===== config.mk =====
export PLATFORM = sky130hd
export DESIGN_NAME = dpi_test_objection_ctrl
export DESIGN_NICKNAME = d
export VERILOG_FILES = /design/src/rtl/dpi_test_objection_ctrl.sv
export SDC_FILE = /design/constraint.sdc
export NUM_CORES = 1
export LEC_CHECK = 0
export CAP_MARGIN = 20
export CORE_AREA = 2 2 163 165
export CTS_BUF_LIST = sky130_fd_sc_hd__clkbuf_4 sky130_fd_sc_hd__clkbuf_8 sky130_fd_sc_hd__clkbuf_16
export CTS_CLUSTER_DIAMETER = 100
export DETAILED_ROUTE_END_ITERATION = 16
export DIE_AREA = 0 0 165 167
export PLACE_DENSITY = 0.9
export SLEW_MARGIN = 0
export SYNTH_ARGS = -nofsm -noshare
export SYNTH_HDL_FRONTEND = slang
export SYNTH_SLANG_ARGS = --single-unit
export TNS_END_PERCENT = 5

===== constraint.sdc =====
create_clock -name clock -period 8.15 [get_ports clock]
set_input_delay 0.815 -clock clock [delete_from_list [all_inputs] [get_ports clock]]
set_output_delay 0.815 -clock clock [all_outputs]
set_load 0.02 [all_outputs]

===== src/rtl/dpi_test_objection_ctrl.sv =====
// End-of-test controller: per-agent objection counters, drain timer, timeout
// watchdog and a sticky registered pass/fail verdict with a 64-bit code.
module dpi_test_objection_ctrl #(
  parameter int NUM_AGENTS     = 4,
  parameter int OBJ_W          = 8,
  parameter int DRAIN_CYCLES   = 16,
  parameter int TIMEOUT_CYCLES = 0,
  localparam int AW    = (NUM_AGENTS > 1) ? $clog2(NUM_AGENTS) : 1,
  localparam int OUT_W = OBJ_W + AW
) (
  input  logic                    clock,
  input  logic                    reset,
  input  logic [NUM_AGENTS-1:0]   obj_raise,
  input  logic [NUM_AGENTS-1:0]   obj_drop,
  input  logic [NUM_AGENTS-1:0]   done_valid,
  input  logic [64*NUM_AGENTS-1:0] done_code,
  output logic                    finish,
  output logic                    passed,
  output logic [63:0]             fail_code,
  output logic [AW-1:0]           finish_agent,
  output logic [2:0]              state,
  output logic [OUT_W-1:0]        outstanding,
  output logic [63:0]             cycle_count
);

  localparam int DW = (DRAIN_CYCLES > 1) ? $clog2(DRAIN_CYCLES + 1) : 1;

  localparam logic [63:0] CODE_UNDER   = 64'hE000_0000_0000_0000;
  localparam logic [63:0] CODE_OVER    = 64'hE100_0000_0000_0000;
  localparam logic [63:0] CODE_TIMEOUT = 64'hE200_0000_0000_0000;

  typedef enum logic [2:0] {
    IDLE    = 3'd0,
    RUNNING = 3'd1,
    DRAIN   = 3'd2,
    DONE    = 3'd3
  } state_t;

  state_t           state_q, state_d;
  logic [OBJ_W-1:0] cnt_q [NUM_AGENTS];
  logic [OBJ_W-1:0] cnt_d [NUM_AGENTS];
  logic [DW-1:0]    drain_q, drain_d;
  logic [OUT_W-1:0] sum_d;

  logic             err_hit;
  logic [63:0]      err_code;
  logic [AW-1:0]    err_agent;
  logic             done_any, done_fail, pass_found;
  logic [63:0]      done_fail_code;
  logic [AW-1:0]    done_fail_agent, pass_agent;
  logic             timeout_hit;

  logic             finish_d, passed_d;
  logic [63:0]      code_d;
  logic [AW-1:0]    agent_d;

  // Counter update plus error detection; lowest erroring agent is reported.
  always_comb begin
    sum_d     = '0;
    err_hit   = 1'b0;
    err_code  = '0;
    err_agent = '0;
    for (int i = 0; i < NUM_AGENTS; i++) begin
      cnt_d[i] = cnt_q[i];
      if (obj_raise[i] && !obj_drop[i]) begin
        if (&cnt_q[i]) begin
          if (!err_hit) begin
            err_hit   = 1'b1;
            err_code  = CODE_OVER | 64'(i);
            err_agent = AW'(i);
          end
        end else begin
          cnt_d[i] = cnt_q[i] + 1'b1;
        end
      end else if (obj_drop[i] && !obj_raise[i]) begin
        if (cnt_q[i] == '0) begin
          if (!err_hit) begin
            err_hit   = 1'b1;
            err_code  = CODE_UNDER | 64'(i);
            err_agent = AW'(i);
          end
        end else begin
          cnt_d[i] = cnt_q[i] - 1'b1;
        end
      end
      sum_d = sum_d + OUT_W'(cnt_d[i]);
    end
  end

  // A nonzero code from any asserted agent outranks every zero code.
  always_comb begin
    done_any        = |done_valid;
    done_fail       = 1'b0;
    done_fail_code  = '0;
    done_fail_agent = '0;
    pass_found      = 1'b0;
    pass_agent      = '0;
    for (int i = 0; i < NUM_AGENTS; i++) begin
      if (done_valid[i]) begin
        if (!done_fail && (done_code[64*i +: 64] != 64'd0)) begin
          done_fail       = 1'b1;
          done_fail_code  = done_code[64*i +: 64];
          done_fail_agent = AW'(i);
        end
        if (!pass_found) begin
          pass_found = 1'b1;
          pass_agent = AW'(i);
        end
      end
    end
  end

  assign timeout_hit = (TIMEOUT_CYCLES != 0) &&
                       (cycle_count == 64'(TIMEOUT_CYCLES - 1));

  always_comb begin
    state_d  = state_q;
    drain_d  = drain_q;
    finish_d = finish;
    passed_d = passed;
    code_d   = fail_code;
    agent_d  = finish_agent;
    if (state_q != DONE) begin
      if (done_any) begin
        state_d  = DONE;
        finish_d = 1'b1;
        if (done_fail) begin
          passed_d = 1'b0;
          code_d   = done_fail_code;
          agent_d  = done_fail_agent;
        end else begin
          passed_d = 1'b1;
          code_d   = '0;
          agent_d  = pass_agent;
        end
      end else if (err_hit) begin
        state_d  = DONE;
        finish_d = 1'b1;
        passed_d = 1'b0;
        code_d   = err_code;
        agent_d  = err_agent;
      end else if (timeout_hit) begin
        state_d  = DONE;
        finish_d = 1'b1;
        passed_d = 1'b0;
        code_d   = CODE_TIMEOUT;
        agent_d  = '0;
      end else begin
        case (state_q)
          IDLE: begin
            if (sum_d != '0) state_d = RUNNING;
          end
          RUNNING: begin
            if (sum_d == '0) begin
              state_d = DRAIN;
              drain_d = DW'(DRAIN_CYCLES);
            end
          end
          DRAIN: begin
            // A fresh objection outranks a drain that would expire this cycle.
            if (sum_d != '0) begin
              state_d = RUNNING;
            end else if (drain_q <= DW'(1)) begin
              state_d  = DONE;
              finish_d = 1'b1;
              passed_d = 1'b1;
              code_d   = '0;
              agent_d  = '0;
            end else begin
              drain_d = drain_q - 1'b1;
            end
          end
          default: ;
        endcase
      end
    end
  end

  always_ff @(posedge clock or posedge reset) begin
    if (reset) begin
      state_q      <= IDLE;
      drain_q      <= '0;
      for (int i = 0; i < NUM_AGENTS; i++) cnt_q[i] <= '0;
      outstanding  <= '0;
      cycle_count  <= '0;
      finish       <= 1'b0;
      passed       <= 1'b0;
      fail_code    <= '0;
      finish_agent <= '0;
    end else begin
      state_q      <= state_d;
      drain_q      <= drain_d;
      finish       <= finish_d;
      passed       <= passed_d;
      fail_code    <= code_d;
      finish_agent <= agent_d;
      if (state_q != DONE) begin
        cnt_q       <= cnt_d;
        outstanding <= sum_d;
        cycle_count <= cycle_count + 64'd1;
      end
    end
  end

  assign state = state_q;

endmodule


==> flow_summary.json, run 1 <==
{
  "cp-start-kind": "primary input",
  "grtUsageTotal_pct": 36.0,
  "peakVddDrop_uv": 116,
  "setup_viol_count_final": 0,
  "endpoint": "fail_code[0]",
  "ys_dominant_reg_cell": "dfrtp_1",
  "setup_slack_ps": 1450,
  "synth_nets": 1742,
  "cp.required_ps": 8440,
  "clock_latency_ps": 440,
  "startpoint": "obj_drop[3]",
  "ios": 415,
  "cts_root_buffer": "clkbuf_16",
  "r2r_cells": 18,
  "route.vias.total": 13400,
  "grt_pass1_wl_um": 74600,
  "ys_ff_latch": 181,
  "dp_cells": 2099,
  "drtAntennaViolNets": 0,
  "stdcell_area_um2": 17100,
  "fin_crit_ps": 6700,
  "synth_area_per_cell_um2": 8.56,
  "route.detailed.drc": 0,
  "first_pass_iters": 7,
  "cts_tree": "built",
  "antenna_found_initial": 4,
  "cts_made_buffers": 17,
  "crit-reg2reg-launch": "cnt_q[18]",
  "clk_path_buf_depth": 2,
  "r2r-end": "finish_agent[0]",
  "end_kind": "flip-flop",
  "cts-resized-gates": 0,
  "postCtsSetupBuffers": 0,
  "die_area_um2": 27600,
  "ys_warn_count": 0,
  "ys_types": 83,
  "layout-drive-gt1-share_pct": 5.18,
  "clock.fmax_mhz": 149,
  "place_area_um2": 16500,
  "cts_sinks": 181,
  "arrival_ps": 6990,
  "worstHoldStart": "cycle_count[63]",
  "synthesis.area_um2": 12200,
  "cts_hold_buf": 0,
  "place_ws_ps": 1130,
  "setup_tns_ps": 0,
  "power_density_nw_per_um2": 141,
  "fin_cells": 2134,
  "drt_iter0_drc": 1921,
  "critPathMaxFanout": 102,
  "hold_viol_final": 0,
  "hpwlAfterDp_um": 39800,
  "grt_max_degree": 117,
  "viasPerCell": 6.27,
  "std_cell_rows": 59,
  "die_y_um": 167,
  "max-cap-violations": 0,
  "total_leakage_power_uw": 0.00692,
  "fin_crit_sh_pct": 82.2,
  "area_growth_pct": 40.1,
  "hold_class": "flip-flop to flip-flop",
  "clkTransAtPathRegs_ps": 80,
  "path_class": "primary input to flip-flop",
  "routed_wl_um": 51100,
  "finalClockSkew_ps": 15.4,
  "async_reset_ff_share_pct": 100,
  "synth_edf_count": 0,
  "maxSlewHeadroom_pct": 32.1,
  "final-max-slew-violation-count": 0,
  "io_buffers": 413,
  "route.detailed.wl_per_inst_um": 23.9,
  "core-area_um2": 25800,
  "htreeDepth": 4,
  "chipWidth_um": 165,
  "synthCells": 1430,
  "yosysSeqAreaShare_pct": 37.0,
  "r2r_slack_ps": 1660,
  "rsz0062_at_grt": "no",
  "tightest_slew_ps": 1020,
  "status": "completed",
  "start_util_pct": 47.5,
  "grt_pass1_vias": 12500,
  "nets": 2096,
  "place_congestion": 1.04,
  "gr-total-overflow": 0
}
## cell usage after synthesis, drive strengths merged (3+ instances only)
master   number  share of area, %
and4          9              0.65
and3         13              0.66
nor2b        13              0.66
o21ai       109               4.5
a211oi       11              0.67
o21a          6              0.37
buf          30               1.6
fa           16               2.6
or2           4              0.20
dfrtp       181                37
inv          49               1.5
nor4b         4              0.29
ha           26               2.7
nor4         81               4.5
nor2         63               1.9
o22ai         4              0.20
xnor2        59               4.2
and2          5              0.26
or3           7              0.36
nand2b       15              0.77
nand3       105               4.3
nand3b        6              0.37
o31ai         5              0.31
a22oi         3              0.18
o211ai        6              0.37
a21oi        95               3.9
or4           9              0.58
o41ai         4              0.41
mux2i         3              0.25
a31oi        12              0.86
nor3         25               1.2
clkbuf       57               1.8
nand2       206               6.3
xor2         20               1.4
a2111oi       3              0.42
nand4        38               2.0
a21o          3              0.18
and3b         3              0.21
a221oi       60               4.3
a211o         4              0.29
mux2         24               2.2
## how the worst min path moves through the flow
stage | slack [ps] | cells past startpoint | to
4_1_cts | 480 | 1 | cycle_count[63]
2_1_floorplan | 450 | 1 | drain_q[4]
6_report | 480 | 1 | cycle_count[63]
3_3_place_gp | 460 | 1 | cycle_count[63]
3_5_place_dp | 460 | 2 | outstanding[4]
5_1_grt | 500 | 1 | cycle_count[63]
## final cells by class
| class | count | area [µm²] |
|---|---|---|
| multi-input combinational | 1113 | 7130 |
| inverter | 49 | 189 |
| clock buffer | 17 | 425 |
| antenna | 2 | 5.00 |
| tap | 335 | 419 |
| timing repair buffer | 422 | 4220 |
| fill | 2066 | 8620 |
| clock inverter | 15 | 221 |
| sequential | 181 | 4530 |
## logic make-up (layout without fill, tap and decap cells)
kind of cell	Yosys count	count (layout)	share of synthesized area (%)
muxes	27	27	2.49
buffers and inverters	136	503	4.92
DFF	181	181	37.0
and+or+nand+nor	615	615	25.9
adders and majority gates	42	42	5.28
AOI/OAI and AO/OA	349	349	18.7
xor gates and xnor gates	79	79	5.66
other	1	3	0.0307
## where the power goes
group	total (µW)	switching, µW	internal, µW
sequential	971	37.2	934
clock	884	450	434
combinational	563	298	266
total	2420	785	1630
## stage by stage
step	hold WS, ps	utilization, %	total power, µW
4_1_cts	485	66.4	2420
2_1_floorplan	454	-	1210
6_report	481	66.5	2420
3_5_place_dp	461	63.9	1530
5_1_grt	502	66.5	2510
3_3_place_gp	461	63.9	1520
## metal layers
layer	part of all wire (%)	GRT usage [%]	vias to the layer above
met2	43	53.0	843
met3	14	14.3	128
met5	0.053	0	-
li1	-	-	6010
met1	39	47.6	6389
met4	3.8	13.5	4
## state kept, by name (all words and copies together) (netlist names)
signal / count
state: 2
drain_q: 5
outstanding: 10
passed: 1
cnt_q: 32
finish: 1
cycle_count: 64
finish_agent: 2
fail_code: 64
## placed cells by master (no fill, tap or decap), types with 15 or more instances in the layout
cell type / count
a21oi_1: 95
a221oi_1: 60
clkbuf_16: 17
clkdlybuf4s50_1: 411
dfrtp_1: 181
fa_1: 16
ha_1: 26
inv_1: 47
mux2_2: 23
nand2_1: 206
nand2b_1: 15
nand3_1: 105
nand4_1: 37
nor2_1: 63
nor3_1: 23
nor4_1: 77
o21ai_0: 86
o21ai_1: 23
xnor2_1: 59
xor2_1: 20
## critical path, stage by stage
cell	delay [ps]
clkdlybuf4s50_1	610
or4bb_1	600
nor4_2	580
nor2_1	120
nor2_1	130
o22ai_1	120
fa_1	610
fa_1	440
ha_1	400
o21ai_0	150
or2_2	340
a211o_1	280
xor2_1	530
a31oi_4	450
buf_12	370
a211oi_1	280
a32oi_1	140
Note: power is estimated with default switching activity, not from simulation.
==> run 2: changes to the inputs <==
--- a/config.mk
+++ b/config.mk
@@ -6,12 +6,12 @@
 export NUM_CORES = 1
 export LEC_CHECK = 0
 export CAP_MARGIN = 20
-export CORE_AREA = 2 2 163 165
+export CORE_MARGIN = 2
+export CORE_UTILIZATION = 47
 export CTS_BUF_LIST = sky130_fd_sc_hd__clkbuf_4 sky130_fd_sc_hd__clkbuf_8 sky130_fd_sc_hd__clkbuf_16
 export CTS_CLUSTER_DIAMETER = 100
 export DETAILED_ROUTE_END_ITERATION = 16
-export DIE_AREA = 0 0 165 167
-export PLACE_DENSITY = 0.9
+export PLACE_DENSITY = 0.89
 export SLEW_MARGIN = 0
 export SYNTH_ARGS = -nofsm -noshare
 export SYNTH_HDL_FRONTEND = slang
==> constraint.sdc (replaced) <==
create_clock -name clock -period 6.8 [get_ports clock]
set_input_delay 0.68 -clock clock [delete_from_list [all_inputs] [get_ports clock]]
set_output_delay 0.68 -clock clock [all_outputs]
set_load 0.02 [all_outputs]
==> flow_summary.json, run 2 (synthesis gave the netlist of run 1 again) <==
{
  "cts-resized-gates": 0,
  "gr-total-overflow": 0,
  "place_ws_ps": 357,
  "power_density_nw_per_um2": 169,
  "status": "completed",
  "drt_iter0_drc": 1493,
  "cts_hold_buf": 0,
  "clock.fmax_mhz": 161,
  "cts_made_buffers": 17,
  "whs_path_depth": 2,
  "io_buffers": 413,
  "place_congestion": 1.04,
  "grt_pass1_vias": 12400,
  "setup_tns_ps": 0,
  "crit-reg2reg-launch": "cnt_q[18]",
  "setup_slack_ps": 578,
  "cp.required_ps": 7110,
  "start_util_pct": 47.4,
  "cts_sinks": 181,
  "final-max-slew-violation-count": 0,
  "hpwlAfterDp_um": 41000,
  "fin_crit_ps": 6220,
  "critPathMaxFanout": 36,
  "viasPerCell": 6.27,
  "htreeDepth": 4,
  "hold_viol_final": 0,
  "place_area_um2": 16500,
  "antenna_found_initial": 3,
  "tightest_slew_ps": 986,
  "arrival_ps": 6530,
  "route.detailed.wl_per_inst_um": 24.3,
  "nets": 2104,
  "r2r_slack_ps": 580,
  "first_pass_iters": 7,
  "peakVddDrop_uv": 135,
  "total_leakage_power_uw": 0.00695,
  "r2r_cells": 18,
  "clkTransAtPathRegs_ps": 90,
  "std_cell_rows": 59,
  "layout-drive-gt1-share_pct": 5.60,
  "clk_path_buf_depth": 2,
  "cts_root_buffer": "clkbuf_16",
  "stdcell_area_um2": 17200,
  "die_area_um2": 27300,
  "setup_viol_count_final": 0,
  "fin_util_pct": 66.5,
  "mostFrequentLayoutCells": "clkdlybuf4s50_1, nand2_1, dfrtp_1",
  "grtUsageTotal_pct": 36.9,
  "hold_class": "flip-flop to flip-flop",
  "holdWs_ps": 486,
  "core-area_um2": 25800,
  "rsz0062_at_grt": "no",
  "r2r-end": "fail_code[20]",
  "top_regs": "cycle_count x64, fail_code x64, cnt_q x32",
  "chipWidth_um": 165,
  "fin_crit_sh_pct": 91.5,
  "worstHoldStart": "outstanding[5]",
  "cts_tree": "built",
  "hold_path_end": "outstanding[5]",
  "ios": 415,
  "finalClockSkew_ps": 17.0,
  "area_growth_pct": 40.4,
  "maxSlewHeadroom_pct": 33.6,
  "clock_latency_ps": 440,
  "postCtsSetupBuffers": 0,
  "max-cap-violations": 0,
  "drtAntennaViolNets": 0,
  "route.detailed.drc": 0,
  "final_common_cell": "clkdlybuf4s50_1",
  "end_kind": "flip-flop",
  "die_y_um": 165,
  "route.vias.total": 13500,
  "path_class": "flip-flop to flip-flop",
  "grt_pass1_wl_um": 75000,
  "routed_wl_um": 52100,
  "grt_max_degree": 89,
  "cp-start-kind": "flip-flop"
}
run 2: cell count changes in the layout (fill, tap and decap cells not counted), moves of 2 or more:
cell | before | now
diode_2 | 2 | 4
inv_8 | 0 | 3
buf_4 | 7 | 16
inv_12 | 6 | 4
run 2: worst max path at each step:
stage                            start  depth (start not counted)  slack [ps]            end
after detailed placement  obj_raise[1]                         19         360  fail_code[32]
final                        cnt_q[18]                         18         580  fail_code[20]
after floorplan                  reset                          1        1200       cnt_q[0]
after CTS                    cnt_q[18]                         18         640  fail_code[20]
after global routing         cnt_q[18]                         19         250  fail_code[13]
after global placement     obj_drop[2]                         18         560  fail_code[31]
run 2: cell type report:
| cell class | instances | area [µm²] |
|---|---|---|
| clock inverter | 15 | 206 |
| sequential | 181 | 4530 |
| fill | 2034 | 8660 |
| clock buffer | 17 | 425 |
| multi-input combinational | 1113 | 7130 |
| tap | 335 | 419 |
| antenna | 4 | 10.0 |
| inverter | 49 | 189 |
| timing repair buffer | 430 | 4260 |
run 2: report_power, final:
group / switching (µW) / internal [µW] / leakage, µW
Clock: 540 / 515 / 0.000305
Combinational: 367 / 317 / 0.00437
Sequential: 37.5 / 1120 / 0.00228
run 2: metal layers:
| metal | vias up | GRT usage [%] | part of all wire [%] | wire [µm] |
|---|---|---|---|---|
| li1 | 6027 | - | - | - |
| met1 | 6436 | 47.0 | 38 | 19900 |
| met2 | 840 | 55.3 | 44 | 22800 |
| met3 | 148 | 16.9 | 14 | 7470 |
| met4 | 2 | 13.0 | 3.6 | 1870 |
| met5 | - | 0 | 0.021 | 11 |
run 2: worst max-delay path, stage by stage, from the launching register on:
cell and delay, ps:
dfrtp_1 490, or4_4 630, nor4_4 430, or2_2 250
nor2_1 60, a311oi_1 280, a21oi_1 130, fa_1 540
inv_1 50, fa_1 500, inv_1 70, fa_1 470
a211oi_1 370, o21ai_0 150, a22o_1 220, and4_1 270
a31oi_4 560, buf_4 430, o21ai_0 170
run 2: stage by stage:
step	std cells	total power, µW
final	2144	2900
after global routing	2142	3000
after CTS	2140	2890
after detailed placement	2108	1840
after global placement	2108	1830
after floorplan	1430	1440
